### config.mk
export PLATFORM = sky130hd
export DESIGN_NAME = key_filter_multi
export DESIGN_NICKNAME = d
export VERILOG_FILES = /design/src/rtl/key_filter_pkg.sv /design/src/rtl/key_filter_ch.sv /design/src/rtl/key_filter_multi.sv
export SDC_FILE = /design/constraint.sdc
export NUM_CORES = 1
export LEC_CHECK = 0
export ABC_AREA = 1
export BUFFER_PORTS_ARGS = -buffer_cell sky130_fd_sc_hd__buf_2
export CAP_MARGIN = 20
export CORE_ASPECT_RATIO = 1.5
export CORE_MARGIN = 4
export CORE_UTILIZATION = 45
export CTS_CLUSTER_DIAMETER = 100
export DETAILED_ROUTE_END_ITERATION = 6
export GPL_ROUTABILITY_DRIVEN = 0
export PLACE_DENSITY = 0.71
export SYNTH_ARGS = -nofsm -noshare
export SYNTH_HDL_FRONTEND = slang
export SYNTH_SLANG_ARGS = --single-unit
### constraint.sdc
create_clock -name Clk -period 1.9 [get_ports Clk]
set_input_delay 0.095 -clock Clk [delete_from_list [all_inputs] [get_ports Clk]]
set_output_delay 0.095 -clock Clk [all_outputs]
set_load 0.005 [all_outputs]
### src/rtl/key_filter_pkg.sv
// Shared types and helpers for the multi-channel key debouncer.
package key_filter_pkg;

    // Per-channel debounce FSM states.
    typedef enum logic [1:0] {
        IDLE       = 2'd0,
        PRESS_FILT = 2'd1,
        DOWN       = 2'd2,
        REL_FILT   = 2'd3
    } kf_state_e;

    // Width wide enough to hold the larger of the two cycle counts without wrapping.
    function automatic int cnt_width(input int debounce_cycles, input int long_cycles);
        int max_cycles;
        max_cycles = (debounce_cycles > long_cycles) ? debounce_cycles : long_cycles;
        return $clog2(max_cycles + 1);
    endfunction

endpackage

### src/rtl/key_filter_ch.sv
// One key channel: 2-FF synchroniser, debounce FSM, hold timer and registered flags.
module key_filter_ch
    import key_filter_pkg::*;
#(
    parameter int DEBOUNCE_CYCLES = 1_000_000,
    parameter int LONG_CYCLES     = 50_000_000,
    parameter bit ACTIVE_LOW      = 1'b1
) (
    input  logic Clk,
    input  logic Reset,
    input  logic key,
    output logic key_state,
    output logic press_flag,
    output logic release_flag,
    output logic long_flag
);

    localparam int            CW        = cnt_width(DEBOUNCE_CYCLES, LONG_CYCLES);
    localparam logic [CW-1:0] DEB_LAST  = CW'(DEBOUNCE_CYCLES - 1);
    localparam logic [CW-1:0] LONG_LAST = CW'(LONG_CYCLES - 1);
    localparam logic [CW-1:0] HOLD_MAX  = CW'(LONG_CYCLES);
    localparam logic          IDLE_LVL  = ACTIVE_LOW;

    logic          sync1_q, sync2_q;
    kf_state_e     state_q, state_d;
    logic [CW-1:0] cnt_q, cnt_d;
    logic [CW-1:0] hold_q, hold_d;
    logic          long_done_q, long_done_d;
    logic          key_state_q, key_state_d;
    logic          press_q, press_d;
    logic          release_q, release_d;
    logic          long_q, long_d;
    logic          p;

    // Pressed when the synchronised level differs from the idle level.
    assign p = sync2_q ^ IDLE_LVL;

    // State register.
    always_ff @(posedge Clk) begin
        // NOTE: non-blocking assignments so every flop samples pre-edge values, independent of statement order.
        if (Reset) state_q <= IDLE;
        else       state_q <= state_d;
    end

    // Next-state logic: any reversal during filtering drops back to the previous stable state.
    always_comb begin
        // NOTE: default first so every path assigns state_d and no latch is inferred.
        state_d = state_q;
        case (state_q)
            IDLE:       if (p) state_d = PRESS_FILT;
            PRESS_FILT: if (!p) state_d = IDLE;
                        else if (cnt_q == DEB_LAST) state_d = DOWN;
            DOWN:       if (!p) state_d = REL_FILT;
            REL_FILT:   if (p) state_d = DOWN;
                        else if (cnt_q == DEB_LAST) state_d = IDLE;
            default:    state_d = IDLE;
        endcase
    end

    // Datapath and flag logic: filter counter, saturating hold timer, one-shot long press.
    always_comb begin
        cnt_d       = cnt_q;
        hold_d      = hold_q;
        long_done_d = long_done_q;
        key_state_d = key_state_q;
        press_d     = 1'b0;
        release_d   = 1'b0;
        long_d      = 1'b0;
        case (state_q)
            IDLE: cnt_d = '0;
            PRESS_FILT: begin
                if (p) begin
                    if (cnt_q == DEB_LAST) begin
                        cnt_d       = '0;
                        press_d     = 1'b1;
                        key_state_d = 1'b1;
                        hold_d      = '0;
                        long_done_d = 1'b0;
                    end else begin
                        cnt_d = cnt_q + CW'(1);
                    end
                end
            end
            DOWN: begin
                cnt_d = '0;
                if (hold_q != HOLD_MAX) hold_d = hold_q + CW'(1);
                if (hold_q == LONG_LAST && !long_done_q) begin
                    long_d      = 1'b1;
                    long_done_d = 1'b1;
                end
            end
            REL_FILT: begin
                // Hold timer stays frozen here so a bounce back into DOWN resumes it.
                if (!p) begin
                    if (cnt_q == DEB_LAST) begin
                        cnt_d       = '0;
                        release_d   = 1'b1;
                        key_state_d = 1'b0;
                    end else begin
                        cnt_d = cnt_q + CW'(1);
                    end
                end
            end
            default: cnt_d = '0;
        endcase
    end

    // Synchroniser, counters and registered outputs; reset aborts any filtering silently.
    always_ff @(posedge Clk) begin
        if (Reset) begin
            sync1_q     <= IDLE_LVL;
            sync2_q     <= IDLE_LVL;
            cnt_q       <= '0;
            hold_q      <= '0;
            long_done_q <= 1'b0;
            key_state_q <= 1'b0;
            press_q     <= 1'b0;
            release_q   <= 1'b0;
            long_q      <= 1'b0;
        end else begin
            sync1_q     <= key;
            sync2_q     <= sync1_q;
            cnt_q       <= cnt_d;
            hold_q      <= hold_d;
            long_done_q <= long_done_d;
            key_state_q <= key_state_d;
            press_q     <= press_d;
            release_q   <= release_d;
            long_q      <= long_d;
        end
    end

    assign key_state    = key_state_q;
    assign press_flag   = press_q;
    assign release_flag = release_q;
    assign long_flag    = long_q;

endmodule

### src/rtl/key_filter_multi.sv
// N independent debounced key channels with press/release/long-press flags.
module key_filter_multi #(
    parameter int N_KEYS          = 4,
    parameter int DEBOUNCE_CYCLES = 1_000_000,
    parameter int LONG_CYCLES     = 50_000_000,
    parameter int ACTIVE_LOW      = 1
) (
    input  logic              Clk,
    input  logic              Reset,
    input  logic [N_KEYS-1:0] key,
    output logic [N_KEYS-1:0] key_state,
    output logic [N_KEYS-1:0] press_flag,
    output logic [N_KEYS-1:0] release_flag,
    output logic [N_KEYS-1:0] long_flag
);

    // One fully independent filter per key.
    for (genvar g = 0; g < N_KEYS; g++) begin : g_ch
        key_filter_ch #(
            .DEBOUNCE_CYCLES (DEBOUNCE_CYCLES),
            .LONG_CYCLES     (LONG_CYCLES),
            .ACTIVE_LOW      (ACTIVE_LOW != 0)
        ) u_ch (
            .Clk          (Clk),
            .Reset        (Reset),
            .key          (key[g]),
            .key_state    (key_state[g]),
            .press_flag   (press_flag[g]),
            .release_flag (release_flag[g]),
            .long_flag    (long_flag[g])
        );
    end

endmodule

==> qor.yml, run 1 <==
synth:
  syn_inst: 2538
  synthDistinctLibCells: 44
  synth_fp_nets: 2556
  yosysTopAreaCellShare: 0.3241
  synth_area_leaders: "dfxtp_1 (32%), nand2_1 (20%), nor2_1 (11%)"
  synth.avg_cell_area_um2: 5.939
  synth-edff-count: 0
  ys_ff_latch: 244
  ys_async_sr_fraction: 0
  synth_sequential_area_ratio: 0.3241
  yosysWarnings: 0
  synth_top_cell_by_area: "dfxtp_1"
  ys_dominant_reg_cell: "dfxtp_1"
  syn_area_um2: 15070
timing:
  finClkSkew_ns: 0.01210
  setup_viol: 0
  finalCritPeriodShare: 0.9482
  finalMaxSlewViolations: 0
  tns_ns: 0
  setup_slack_ns: 0.09835
  max_slew_margin: 0.5262
  worst_slew_pin_slew_ns: 0.7107
  fmax_ghz: 0.5550
  timing.hold.ws_ns: 0.2529
  min_period_ns: 1.802
  rsz0062_at_grt: "true"
  finalHoldViolCount: 0
clock_tree:
  cts_tree: "yes"
  clk_pin_slew_ns: 0.06
  cts_root_buffer: "clkbuf_16"
  htreeDepth: 1
  clock_path_buffers: 3
  clock-sinks: 244
  insertion_delay_ns: 0.56
  cts_inserted_buffers: 28
cells_and_area:
  fin_nets: 2654
  fillers: 3307
  regArea_um2: 4890
  synthToLayoutAreaGrowth_pct: 15.81
  drive_above_1_share: 0.1141
  multi_input_comb_area_um2: 9067
  final_area_um2: 17460
  fin_cells: 3071
  antenna_cells: 0
  fin_util: 0.5316
setup_path:
  worstPathRequired_ns: 2.33
  critPathCaptureType: "flip-flop"
  critPathKind: "reg2reg"
  rr_worst_depth: 10
  critPathLaunch: "g_ch[0].u_ch.hold_q[0]"
  crit_path_cell_trace: "inv_1 > ha_1 > nand3_1 > nor2_1 > nand3_1 > nand2_2 > inv_2 > nand2_4 > nand2_1 > a21oi_1"
  slowest_delay_ns: 0.43
  r2r_start: "g_ch[0].u_ch.hold_q[0]"
  critPathLaunchType: "flip-flop"
  crit_top_cell: "nand3_1"
  worstPathMaxFanout: 12
  cp.arrival_ns: 2.23
  reg2reg_setup_slack_ns: 0.1
  cp_slowest_cell: "dfxtp_1"
  r2r-end: "g_ch[0].u_ch.hold_q[2]"
detailed_routing:
  via_count: 16337
  met3_length_mm: 1.861
  route.met2.wl_mm: 21.57
  first_iter_violations: 1088
  post-route-drc-count: 0
  drt-vias-per-instance: 5.320
  top_layer: "met4"
  wl_mm: 42.02
  dr.pass1.iters: 5
  routedLengthMet1_mm: 16.52
  wire_per_inst_um: 13.68
  drtAntennaViolNets: 0
floorplan:
  coreArea_um2: 32840
  fp.dieArea_um2: 36550
  die_y_um: 232.2
  initial_core_util: 0.4590
  io_pins: 22
  rows: 81
  die_x_um: 157.4
grt:
  track_usage: 0.2208
  grt_overflow: 0
  antenna_found_initial: 0
  grt_max_degree: 68
  grt_pass1_wl_mm: 69.05
  grt_pass1_vias: 15473
hold_path:
  hold_class: "in2reg"
  worstHoldStart: "key[2]"
  min_to: "g_ch[2].u_ch.sync1_q"
  whs_path_depth: 3
placed_design:
  pre_cts_ws_ns: 0.03449
  hpwl_mm: 30.12
  port_buffers: 21
  place_area_um2: 16140
  dp_cells: 3009
power:
  vdd_drop_max_mv: 0.5952
  p_total_mw: 11.33
  p_leak_nw: 6.244
  powerDensity_nw_per_um2: 649.3
status:
  status: "completed"
job:
  max_cap_violations: 0
-- sequential cells by signal, summed over array words and instances (netlist names), named ones only --
signal                  flops
g_ch.u_ch.hold_q          104
g_ch.u_ch.long_flag         4
g_ch.u_ch.press_flag        4
g_ch.u_ch.state_q           4
g_ch.u_ch.sync2_q           4
g_ch.u_ch.release_flag      4
g_ch.u_ch.long_done_q       4
g_ch.u_ch.key_state         4
g_ch.u_ch.cnt_q           104
g_ch.u_ch.sync1_q           4
-- placed cells by master (no fill, tap or decap), drive strengths merged --
cell	n
clkinv	3
ha	12
nor3	48
o22ai	1
a21o	4
clkbuf	42
nor4	8
or2	31
a21boi	1
o31ai	2
nor2	450
dlygate4sd3	5
a211oi	5
a31o	4
and3	2
a21oi	185
nand3b	7
nor3b	18
nand2	819
clkinvlp	5
o21a	4
xor2	9
o21bai	8
dfxtp	244
o211ai	2
o21ai	64
nand4	47
inv	251
nand3	234
buf	128
bufinv	3
a31oi	7
xnor2	3
-- layout make-up --
type,instances,area share
inverter,253,0.05462
timing repair inverter,1,0.0004300
clock buffer,42,0.05010
sequential,244,0.2801
tap,415,0.02974
clock inverter,8,0.007024
timing repair buffer,133,0.05856
multi-input combinational,1975,0.5194
-- critical path: cells and delay by family (launching register included) --
kind / cells / cell delay, ns
flip-flops: 1 / 0.43
buffers and inverters: 2 / 0.33
AND/OR/NAND/NOR: 6 / 0.63
adder cells (fa/ha/maj): 1 / 0.23
AO/OA/AOI/OAI: 1 / 0.06
-- metal layers --
layer,vias up,GRT usage
li1,8308,-
met1,7404,0.2409
met2,455,0.4128
met3,170,0.02666
met4,0,0.1106
met5,-,0
-- cell usage after synthesis (21+ instances only) --
cell,instances
dfxtp_1,244
nand4_1,47
nand2_1,804
o21ai_0,64
clkbuf_1,32
a21oi_1,183
nand3_1,233
buf_4,21
nor2_1,429
or2_2,30
inv_1,240
nor3_1,47
-- cell families (layout without fill, tap and decap cells) --
kind of cell,count (synthesis),count (layout),synth area share
flip-flops,244,244,0.3241
adder cells (fa/ha/maj),12,12,0.009961
AND/OR/NAND/NOR,1661,1664,0.4677
buffers and inverters,322,437,0.08832
XOR/XNOR,12,12,0.006973
AO/OA/AOI/OAI,287,287,0.1030
-- worst max path at each step --
| stage | end | slack [ns] |
|---|---|---|
| CTS | g_ch[2].u_ch.hold_q[0] | 0.02 |
| finish | g_ch[0].u_ch.hold_q[2] | 0.1 |
| detailed placement | g_ch[2].u_ch.hold_q[0] | 0.03 |
| global route | g_ch[0].u_ch.hold_q[7] | -0.05 |
| global placement | g_ch[3].u_ch.hold_q[0] | 0.10 |
| floorplan | g_ch[3].u_ch.hold_q[22] | 0.18 |
-- report_power, final --
part | switching [mW] | internal (mW) | total (mW)
Clock | 2.23 | 3.56 | 5.79
Sequential | 0.0178 | 5.13 | 5.15
Combinational | 0.272 | 0.118 | 0.390
-- what timing repair did --
item,CTS,global route
setup endpoints to repair,0,160
hold endpoints to repair,26,0
hold buffers,5,0
resized for setup,0,61
buffers inserted,0,3
No activity file was read; power rests on OpenSTA's default activity.
==> run 2: changes to the inputs <==
--- a/config.mk
+++ b/config.mk
@@ -8,7 +8,7 @@
 export ABC_AREA = 1
 export BUFFER_PORTS_ARGS = -buffer_cell sky130_fd_sc_hd__buf_2
 export CAP_MARGIN = 20
-export CORE_ASPECT_RATIO = 1.5
+export CORE_ASPECT_RATIO = 0.9
 export CORE_MARGIN = 4
 export CORE_UTILIZATION = 45
 export CTS_CLUSTER_DIAMETER = 100
@@ -17,4 +17,5 @@
 export PLACE_DENSITY = 0.71
 export SYNTH_ARGS = -nofsm -noshare
 export SYNTH_HDL_FRONTEND = slang
+export SYNTH_HIERARCHICAL = 1
 export SYNTH_SLANG_ARGS = --single-unit
==> run 2 against run 1 <==
Sequential share of layout area decreased by 0.69 points. Non-clock buffer count increased by 6. Register-to-register slack got worse by 0.04 ns. Flip-flop and latch count unchanged. Critical endpoint is now g_ch[3].u_ch/hold_q[25]. Utilization decreased by 0.41 points. Via count about the same.
==> qor.yml, run 2 <==
power:
  p_seq_frac: 0.402
  p_leak_nw: 6.150
  vdd_drop_max_mv: 0.7252
  p_sw_frac: 0.2670
  switching_power_mw: 3.490
  comb_power_share: 0.132
  p_clk_frac: 0.466
  powerDensity_nw_per_um2: 730.0
  p_int_mw: 9.584
grt:
  grt_overflow: 0
  busiest_layer: "met2"
  grt_max_degree: 50
  track_usage: 0.2073
  antenna_found_initial: 0
  grt_pass1_vias: 14679
  grtUsageMet3: 0.02946
  grt_pass1_wl_mm: 68.19
  use_met1: 0.2973
  use_met2: 0.3313
timing:
  min_period_ns: 1.846
  tns_ns: 0
  finalCritPeriodShare: 0.9714
  setup_viol: 0
  finClkSkew_ns: 0.01104
  max_slew_margin: 0.6551
  rsz0062_at_grt: "true"
  worst_slew_pin_slew_ns: 0.5167
  timing.hold.ws_ns: 0.2512
  finalHoldViolCount: 0
  finalMaxSlewViolations: 0
  fmax_ghz: 0.5418
synth:
  synth_fp_nets: 2520
  yosysTopAreaCellShare: 0.3164
  synth_area_leaders: "dfxtp_1 (32%), nand2_1 (18%), nor2_1 (8.4%)"
  synth-edff-count: 0
  ys_ff_latch: 244
  syn_area_um2: 15440
  synthDistinctLibCells: 38
  yosysWarnings: 6
  ys_async_sr_fraction: 0
  synth_sequential_area_ratio: 0.3164
  synth.avg_cell_area_um2: 6.170
  synth_top_cell_by_area: "dfxtp_1"
  yosysMostFrequentCell: "nand2_1"
  syn_inst: 2502
  ys_dominant_reg_cell: "dfxtp_1"
  synth_common_cells: "nand2_1 (746), nor2_1 (345), dfxtp_1 (244)"
cells_and_area:
  final_area_um2: 17910
  antenna_cells: 0
  mostFrequentLayoutCells: "nand2_1 (744), nor2_1 (337), dfxtp_1 (237)"
  fillers: 3344
  fin_nets: 2627
  fin_cells: 3093
  top_regs: "g_ch.u_ch/cnt_q (104), g_ch.u_ch/hold_q (104)"
  synthToLayoutAreaGrowth_pct: 16.02
  drive_above_1_share: 0.1391
  final_common_cell: "nand2_1"
placed_design:
  place_area_um2: 16630
  dp_cells: 3031
  hpwl_mm: 28.89
  port_buffers: 21
clock_tree:
  cts_tree: "yes"
  insertion_delay_ns: 0.56
  clock-sinks: 244
  clock_path_buffers: 3
  clk_pin_slew_ns: 0.06
  cts_root_buffer: "clkbuf_16"
  cts_inserted_buffers: 29
  htreeDepth: 1
setup_path:
  cp_slowest_cell: "dfxtp_1"
  critPathLaunchType: "flip-flop"
  reg2reg_setup_slack_ns: 0.05
  worstPathRequired_ns: 2.33
  crit_path_cell_trace: "nand2_1 > nor2_1 > nand4_1 > nor2_1 > nand3_2 > nand2_1 > nor2_4 > buf_12 > nand2_1 > a21oi_1"
  critPathKind: "reg2reg"
  critPathCaptureType: "flip-flop"
  worstPathMaxFanout: 14
  slowest_delay_ns: 0.40
  crit_top_cell: "nand2_1"
  cp.arrival_ns: 2.27
detailed_routing:
  via_count: 16326
  wl_mm: 40.35
  drtAntennaViolNets: 0
  first_iter_violations: 1236
  wire_per_inst_um: 13.05
  drt-vias-per-instance: 5.278
  dr.pass1.iters: 6
  post-route-drc-count: 0
floorplan:
  die_y_um: 183.7
  rows: 64
  io_pins: 22
  initial_core_util: 0.4547
  die_x_um: 203.2
  coreArea_um2: 33950
  fp.dieArea_um2: 37340
status:
  status: "completed"
hold_path:
  hold_class: "in2reg"
job:
  max_cap_violations: 0
run 2: cell count changes after synthesis, moves of 12 or more:
cell / before / now
or2_2: 30 / 16
nor3b_1: 17 / 4
nand2_1: 804 / 746
nor2_4: 5 / 20
nor2_1: 429 / 345
nand2_2: 8 / 34
xor2_1: 9 / 23
o21ai_0: 64 / 76
buf_4: 21 / 8
a21oi_1: 183 / 230
nand3_1: 233 / 176
nand4_1: 47 / 90
run 2: cell families (layout without fill, tap and decap cells):
logic type	after synthesis	after routing	synth area share
compound gates	352	352	0.1230
buf+inv	320	448	0.08859
xor+xnor	35	35	0.01986
simple gates	1539	1540	0.4425
fa+ha+maj	12	12	0.009726
flops	244	244	0.3164
run 2: final timing paths:
| check | from | endpoint | cells after the start |
|---|---|---|---|
| hold / removal | key[0] | g_ch[0].u_ch/sync1_q | 3 |
| hold reg to reg | g_ch[3].u_ch/sync1_q | g_ch[3].u_ch/sync2_q | 1 |
| setup / recovery | g_ch[3].u_ch/hold_q[14] | g_ch[3].u_ch/hold_q[25] | 10 |
| setup reg to reg | g_ch[3].u_ch/hold_q[14] | g_ch[3].u_ch/hold_q[25] | 10 |
run 2: stage by stage:
| step | power [mW] | utilization | setup slack, ns |
|---|---|---|---|
| 6_report | 13.07 | 0.5275 | 0.05432 |
| 5_1_grt | 13.59 | 0.5275 | -0.02004 |
| 4_1_cts | 13.15 | 0.5229 | 0.01556 |
| 3_5_place_dp | 6.989 | 0.4899 | -0.003720 |
| 3_3_place_gp | 6.960 | 0.4899 | 0.07958 |
| 2_1_floorplan | 6.592 | - | 0.1675 |
run 2: layout make-up:
class | instances | area (um2) | area share
clock buffers | 41 | 830.8 | 0.04639
clock inverters | 12 | 219.0 | 0.01223
inverters | 256 | 963.4 | 0.05379
multi-input cells | 1939 | 9303 | 0.5194
flip-flops and latches | 244 | 4893 | 0.2732
well taps | 462 | 578.1 | 0.03228
repair buffers | 139 | 1122 | 0.06267
run 2: layer usage:
metal	vias to the layer above	share of wire
met5	-	0
met4	0	0.021
met3	71	0.065
met2	536	0.44
met1	7376	0.48
li1	8343	-
run 2: what timing repair did:
action | in CTS | in global routing
pin swaps | 1 | 4
endpoints found under the setup margin | 2 | 135
gates resized for setup | 0 | 38
hold endpoints to repair | 32 | 0
gates cloned | 0 | 1
hold buffers | 5 | 0
setup buffers | 1 | 2
run 2: worst max-delay path, delay by kind of cell, from the launching register on:
family	cells	cell delay (ns)
buffers and inverters	1	0.15
AOI/OAI and AO/OA	1	0.06
DFF	1	0.40
and+or+nand+nor	8	1.10
run 2: power groups by stage:
stage	Combinational (mW)	Clock [mW]	Sequential [mW]
finish	1.73	6.09	5.25
global route	1.89	6.44	5.26
CTS	1.66	6.25	5.25
detailed placement	1.63	0	5.36
global placement	1.60	0	5.36
floorplan	1.26	0	5.34
